<file path="config.mk">
export PLATFORM = sky130hd
export DESIGN_NAME = sm_div_reconstruct
export DESIGN_NICKNAME = d
export VERILOG_FILES = /design/src/rtl/sm_div_pkg.sv /design/src/rtl/sm_shift_add_step.sv /design/src/rtl/sm_div_reconstruct.sv
export SDC_FILE = /design/constraint.sdc
export NUM_CORES = 1
export LEC_CHECK = 0
export BUFFER_PORTS_ARGS = -buffer_cell sky130_fd_sc_hd__buf_2
export CORE_ASPECT_RATIO = 0.9
export CORE_UTILIZATION = 45
export DETAILED_ROUTE_END_ITERATION = 8
export SYNTH_ARGS = -nofsm -noshare
export SYNTH_HDL_FRONTEND = slang
export SYNTH_SLANG_ARGS = --single-unit
export TNS_END_PERCENT = 5
</file>
<file path="constraint.sdc">
create_clock -name clk -period 6.58 [get_ports clk]
set_input_delay 0.658 -clock clk [delete_from_list [all_inputs] [get_ports clk]]
set_output_delay 0.658 -clock clk [all_outputs]
set_load 0.03 [all_outputs]
</file>
<file path="src/rtl/sm_div_pkg.sv">
// Shared types for the sign-magnitude divider and its reconstruction unit.
// Sign sits directly above the magnitude in every operand.
package sm_div_pkg;

   localparam int MAG_W = 4;
   localparam int ACC_W = 2*MAG_W + 1;
   localparam int CNT_W = $clog2(MAG_W);

   typedef struct packed {
      logic             sign;
      logic [MAG_W-1:0] mag;
   } sm5_t;

   typedef struct packed {
      logic             sign;
      logic [MAG_W:0]   mag;
   } sm6_t;

   typedef enum logic [1:0] {IDLE, MUL, ADD, DONE} state_t;

endpackage

</file>
<file path="src/rtl/sm_shift_add_step.sv">
// One shift-add multiplier step: adds the divisor magnitude, shifted by the
// current bit position, when the selected quotient bit is set.
module sm_shift_add_step
   import sm_div_pkg::*;
(
   input  logic [ACC_W-1:0] acc,
   input  logic [MAG_W-1:0] bmag,
   input  logic [CNT_W-1:0] cnt,
   input  logic             q_bit,
   output logic [ACC_W-1:0] acc_next
);

   logic [ACC_W-1:0] shifted [MAG_W];

   genvar gi;
   generate
      for (gi = 0; gi < MAG_W; gi++) begin : g_shift
         assign shifted[gi] = ACC_W'(bmag) << gi;
      end
   endgenerate

   assign acc_next = acc + (q_bit ? shifted[cnt] : '0);

endmodule

</file>
<file path="src/rtl/sm_div_reconstruct.sv">
// Rebuilds the dividend A = Q*B + R from divider outputs with a 4-cycle
// shift-add multiply, flagging magnitude overflow and quotient sign mismatch.
module sm_div_reconstruct
   import sm_div_pkg::*;
(
   input  logic           clk,
   input  logic           rst_n,
   input  logic           in_valid,
   output logic           in_ready,
   input  logic [MAG_W:0] Q,
   input  logic [MAG_W:0] B,
   input  logic [MAG_W+1:0] R,
   output logic           out_valid,
   input  logic           out_ready,
   output logic [MAG_W:0] A,
   output logic           ovf,
   output logic           sign_err
);

   state_t           state_reg, state_next;
   sm5_t             q_reg, b_reg, a_reg;
   sm6_t             r_reg;
   logic [ACC_W-1:0] acc_reg, acc_step, acc_sum;
   logic [CNT_W-1:0] cnt_reg;
   logic             ovf_reg, sign_err_reg, out_valid_reg;
   logic             sign_err_next;
   logic             last_step;

   sm_shift_add_step u_step (
      .acc      (acc_reg),
      .bmag     (b_reg.mag),
      .cnt      (cnt_reg),
      .q_bit    (q_reg.mag[cnt_reg]),
      .acc_next (acc_step)
   );

   assign last_step = (cnt_reg == CNT_W'(MAG_W-1));
   assign acc_sum   = acc_reg + ACC_W'(r_reg.mag);

   // A zero divisor leaves the quotient sign undefined, so only Q==0 is legal;
   // 5'b10000 is a nonzero divisor and follows the normal sign rule.
   assign sign_err_next = (b_reg == '0) ? (q_reg != '0)
                                        : (q_reg.sign ^ r_reg.sign ^ b_reg.sign);

   always_ff @(posedge clk) begin
      if (!rst_n) state_reg <= IDLE;
      else        state_reg <= state_next;
   end

   always_comb begin
      state_next = state_reg;
      case (state_reg)
         IDLE: if (in_valid)  state_next = MUL;
         MUL:  if (last_step) state_next = ADD;
         ADD:                 state_next = DONE;
         DONE: if (out_ready) state_next = IDLE;
         default:             state_next = IDLE;
      endcase
   end

   always_comb begin
      in_ready  = (state_reg == IDLE);
      out_valid = out_valid_reg;
      A         = a_reg;
      ovf       = ovf_reg;
      sign_err  = sign_err_reg;
   end

   always_ff @(posedge clk) begin
      if (!rst_n) begin
         q_reg         <= '0;
         b_reg         <= '0;
         r_reg         <= '0;
         acc_reg       <= '0;
         cnt_reg       <= '0;
         a_reg         <= '0;
         ovf_reg       <= 1'b0;
         sign_err_reg  <= 1'b0;
         out_valid_reg <= 1'b0;
      end else begin
         case (state_reg)
            IDLE: begin
               if (in_valid) begin
                  q_reg   <= Q;
                  b_reg   <= B;
                  r_reg   <= R;
                  acc_reg <= '0;
                  cnt_reg <= '0;
               end
            end
            MUL: begin
               acc_reg <= acc_step;
               cnt_reg <= cnt_reg + CNT_W'(1);
            end
            ADD: begin
               acc_reg       <= acc_sum;
               a_reg         <= {r_reg.sign, acc_sum[MAG_W-1:0]};
               ovf_reg       <= |acc_sum[ACC_W-1:MAG_W];
               sign_err_reg  <= sign_err_next;
               out_valid_reg <= 1'b1;
            end
            DONE: begin
               if (out_ready) out_valid_reg <= 1'b0;
            end
            default: ;
         endcase
      end
   end

endmodule

</file>
Yosys cells after proc, flatten, opt, wreduce, memory -nomap -nowiden
Cells that the tools add are included.
- add/sub/neg operators: 3
- $lt $le $gt $ge: 2
- equal/unequal tests: 7
- mux-type cells: 17
- bitwise gates (word level): 3
- reductions and logical operators: 12
- operators by type and width (cell ; number):
    2-to-1 mux 9 bit ; 4
    one-hot mux 9 bit (3 select lines) ; 1
    binary-select mux 9 bit (select 2 bit) ; 1
    adder 9 x 5 -> 9 bit ; 1
    adder 9 bit ; 1
    2-to-1 mux 2 bit ; 4
    one-hot mux 2 bit (4 select lines) ; 1
    AND reduction 2 bit ; 4
    equality test 2 bit, second input constant ; 3
    != test 2 bit, second input constant ; 3
    zero test 5 bit ; 1
    nonzero test 5 bit ; 1
    OR reduction 5 bit ; 1
    one-hot mux 2 bit (2 select lines) ; 1
    nonzero test 2 bit ; 2
    >= comparator 3 bit, second input constant ; 1
    less-than comparator 2 x 3 -> 1 bit, second input constant ; 1
    2-to-1 mux 1 bit ; 3
    inverter 2 -> 3 bit ; 1
    AND reduction 3 bit ; 1
    nonzero test 3 bit ; 1
    adder 2 x 1 -> 2 bit, second input constant ; 1
    binary-select mux 1 bit (select 2 bit) ; 1
    equality test 2 x 1 -> 1 bit, second input constant ; 1
    other kinds (3) ; 4
- register bits: 37
- bits of input ports: 20
- output and inout port bits: 9
- word-level logic and storage cells: 58

Logic depth before layout (Yosys ltp)
- depth after elaboration: 7
- gate-level depth with buffers: 11
- depth with buffers taken out: 10

Cells and area by module
Synthesis repeated with hierarchy kept, for this count alone.
- cells, all modules: 306
- area, all modules: 2428.6 um^2
- by module, submodules not included (module ; times used ; cells an instance ; area an instance (um^2) ; sequential area each (um^2)):
    sm_div_reconstruct ; 1 ; 242 ; 1984.4 ; 740.7
    sm_shift_add_step ; 1 ; 64 ; 444.2 ; 0.0

Worst setup path before layout
OpenSTA, ideal clock, no wires.
- kind: flip-flop to flip-flop
- from: reg cnt_reg[1]
- to: reg acc_reg[7]
- setup time: 0.122 ns
- data arrival time: 2.330 ns
- data required time: 6.458 ns
- slack: 4.128 ns
- cell stages (with the launch flop): 12
- path buffers: 1
- period minus slack after synthesis: 2.452 ns
- path through: dfxtp_1 clkbuf_1 mux2_2 nand2_1 o21ai_0 and2_1 ha_1 nand3_1 nand2_1 a211oi_1 nor2_1 o32a_1
- cells in the longest elaborated chain, start to end: 7
- elaborated cells between the ends (all ways): 9
- classes of those cells: add/sub: 1; mux: 7; bitwise: 1
- RTL lines (item ; line ; source):
    start: declaration ; sm_div_reconstruct.sv:24 ; logic [CNT_W-1:0] cnt_reg;
    start signal: assignment ; sm_div_reconstruct.sv:93 ; cnt_reg <= cnt_reg + CNT_W'(1);
    inverter 2 -> 3 bit (not written as such) ; sm_shift_add_step.sv:22 ; assign acc_next = acc + (q_bit ? shifted[cnt] : '0);
    binary-select mux 9 bit (select 2 bit) ; sm_shift_add_step.sv:22 ;
    2-to-1 mux 9 bit (not written as such) (2 in a row) ; sm_shift_add_step.sv:22 ;
    2-to-1 mux 9 bit (*) ; sm_shift_add_step.sv:22 ;
    adder 9 bit (*) ; sm_shift_add_step.sv:22 ;
    one-hot mux 9 bit (3 select lines) (*) ; sm_div_reconstruct.sv:81 ; case (state_reg)
    end signal: assignment ; sm_div_reconstruct.sv:92 ; acc_reg <= acc_step;
    end signal: assignment ; sm_div_reconstruct.sv:96 ; acc_reg <= acc_sum;
    end: declaration ; sm_div_reconstruct.sv:23 ; logic [ACC_W-1:0] acc_reg, acc_step, acc_sum;
Every way passes the cells marked *; elsewhere a longest branch is shown, timed or not. The select of a mux whose other input is x is not followed.
A chain may end at the register's enable or synchronous reset.

Worst setup path in the final report
- from: reg cnt_reg[0]
- to: reg acc_reg[7]
Same word-level chain as after synthesis.

==> run metrics <==
status=finished, final reports clean; maximum capacitance violations=0; share of cells above drive strength 1=approximately 13%; Achievable Freq=approximately 360 MHz; total gr overflow=0; Final Hold Vio Count=0; max reg flops=9; Post-synth EDFFs=0; syn avg cell area=7.931 sq um; internal power=0.0004990 W; WP buf/inv=0; drc violations=0; Final setup viols=0; Reg2Reg Depth=8; Design Area, Final=0.002623 sq mm; Sw Pwr=~0.00032 W; first-pass GRT wire length=between 9000 and 10,000 microns; Placement Rows=24; routed length per instance=about 15 microns; Gates resized, CTS repair=0; Critical Path End Type=flop; Die Wd=78.01 microns; Syn Std Cell Area=0.002340 sq mm; vias in the first global route=1,874; Via Count=2,108; setup TNS=0 ps; family with the most delay on the worst path=compound AO/OA/AOI/OAI gates; max_slew headroom=around 28%; worst slack at placement=3822 ps; Placed Area=0.002506 sq mm; Area contributors post-synth=dfxtp_1 (32%), ha_1 (9.6%), nand2_1 (9.5%), a21oi_1 (6.8%), nor2_1 (3.5%); Port Buffers=28; CP max-delay cell=dfxtp_1; Placed Cells incl. Taps=374; VDD IR max=approximately 0.00019 V; Crit path depth=8; ys async rst share=0%; Root Buffer=clkbuf_8; htree depth=2; gr usage total=22.19%; DRT iter0 DRCs=103; dpl hpwl=4084 microns; Cell variety after synth=53; Comb power frac=between 30 and 40%; Yosys top cell by area=dfxtp_1; initial antenna violation count=0; Hold Path Depth=2; hold bufs inserted after CTS=0; Setup Buffers After CTS=0; class of the worst hold path=reg2reg; I/O pins=29; fin cells=382; Worst Tran Pin Value=about 1100 ps; initial core utilization=47.51%; CTS Buf Count=5; post-synthesis sequential area ratio=between 30% and 40%; crit-path cells=mux4_2 > and2_1 > ha_1 > a211oi_1 > nor3_1 > a211oi_1 > nor2_1 > o32a_1; Synth Flop Type=dfxtp_1; Clock Skews=between 6 and 7 ps; Clock power frac=between 20% and 30%; Clock Path Buffers=2; Switching Share=between 30% and 40%; Leak=1.114 nW; P&R area growth vs syn=12.09%; FF+latch count, synth=37; Post-DRT Antenna Nets=0; CORE AREA=0.004925 sq mm; Period minus WS final=2780 ps; CTS tree=yes; Cell Pwr Density=313.2 mW/mm^2; sequential share of power=37.1%; via density per instance=~5.5; DIE AREA=around 0.0055 sq mm; Required @ worst endpoint=6770 ps; CP arrival=2970 ps; share of the synthesized area in the top cell type=31.66%; max-slew violation count=0; Crit Path Category=reg2reg; Clock Sink Count=37; RSZ-0062 raised after global routing=no; largest net degree at the start of global routing=34; Setup WS post-layout=3800 ps; Mapped Cells=about 300; Die Span Y=70.41 microns; Initial DRT Pass Iterations=4; CP max stage delay=about 620 ps; Skew-Pair Late Insertion Delay=between 200 and 300 ps; GP Congestion=between 0.8 and 0.9; clock-pin transition on the worst setup and hold timing paths=80 ps; Critical Path Source Type=flop; # diodes=0; total length of routed wires=~5600 microns; Worst Path Max Fanout=16; CP most frequent cell=a211oi_1; syn_nets=335; Tcrit/Tclk final=42.25%; Final nets=356; yosys warns=0
[routing by layer]
metal	part of all wire [%]	vias to the layer above	GRT usage [%]	wire length, microns
met4	0.84	0	6.996	47
met3	4.7	4	3.922	262
met5	0	-	0	0
met1	53	967	33.12	2972
met2	42	42	32.06	2329
li1	-	1095	-	-
[cell type report]
type,instances,area (sq um)
Timing Repair Buffer,28,140.1
Clock buffer,7,86.33
Sequential cell,37,740.7
Tap cell,65,81.33
Fill cell,517,2302
Clock inverter,1,30.03
Multi-Input combinational cell,237,1518
Inverter,7,26.28
[Yosys cell counts (all sizes together), types with 2 or more instances]
master and number:
nor2 22, nand2 59, o21a 4, a21oi 32
ha 18, a221oi 2, a22o 2, nor3 7
nand2b 3, a211oi 6, fa 2, xor2 6
a21o 3, xnor2 3, dfxtp 37, inv 7
clkbuf 10, o211ai 3, o221ai 3, buf 4
o21ai 11, nor2b 4, mux2i 6, nand3 10
a41oi 2, o21bai 2, and2 4, or4b 2
[power by group through the flow]
| stage | Combinational, W | Sequential [W] | Clock (W) |
|---|---|---|---|
| finish | 0.000310 | 0.000304 | 0.000207 |
| global route | 0.000351 | 0.000310 | 0.000222 |
| CTS | 0.000311 | 0.000304 | 0.000210 |
| detailed placement | 0.000310 | 0.000309 | 0 |
| global placement | 0.000310 | 0.000308 | 0 |
| floorplan | 0.000230 | 0.000311 | 0 |
[worst paths after layout]
kind	endpoint	startpoint	slack, ps
worst min register to register	A[3]	A[3]	470
worst min-delay path	A[3]	A[3]	470
worst max-delay path	acc_reg[7]	cnt_reg[0]	3800
worst max register to register	acc_reg[7]	cnt_reg[0]	3800
[cells in the final DEF, fill, tap and decap left out, types with 7 or more instances in the layout]
cell type and count:
buf_2 28, nand2_1 59, o21ai_0 10, nor2_1 22
nand3_1 10, a21oi_1 32, dfxtp_1 37, inv_1 7
nor3_1 7, ha_1 18
[tightest hold or removal path, delay by kind of cell (launching register included)]
kind            cells  cell delay [ps]
simple gates        1               60
flops               1              310
compound gates      1               60
[metrics by stage]
stage / util [%] / total power (W) / hold slack (ps)
detailed placement: 50.89 / 0.0006185 / 462.8
global route: 53.25 / 0.0008825 / 488.4
floorplan: - / 0.0005406 / 440.6
CTS: 53.25 / 0.0008258 / 474.8
global placement: 50.89 / 0.0006184 / 460.6
finish: 53.25 / 0.0008215 / 471.1
[cells by family (layout without fill, tap and decap cells)]
family | after synthesis | in the layout | synth area share [%]
mux | 8 | 8 | 4.011
compound gates | 79 | 79 | 21.66
buf+inv | 21 | 43 | 3.476
fa+ha+maj | 20 | 20 | 11.34
xor+xnor | 9 | 9 | 3.369
flops | 37 | 37 | 31.66
simple gates | 121 | 121 | 24.49
Power figures use the tool's default switching activity.
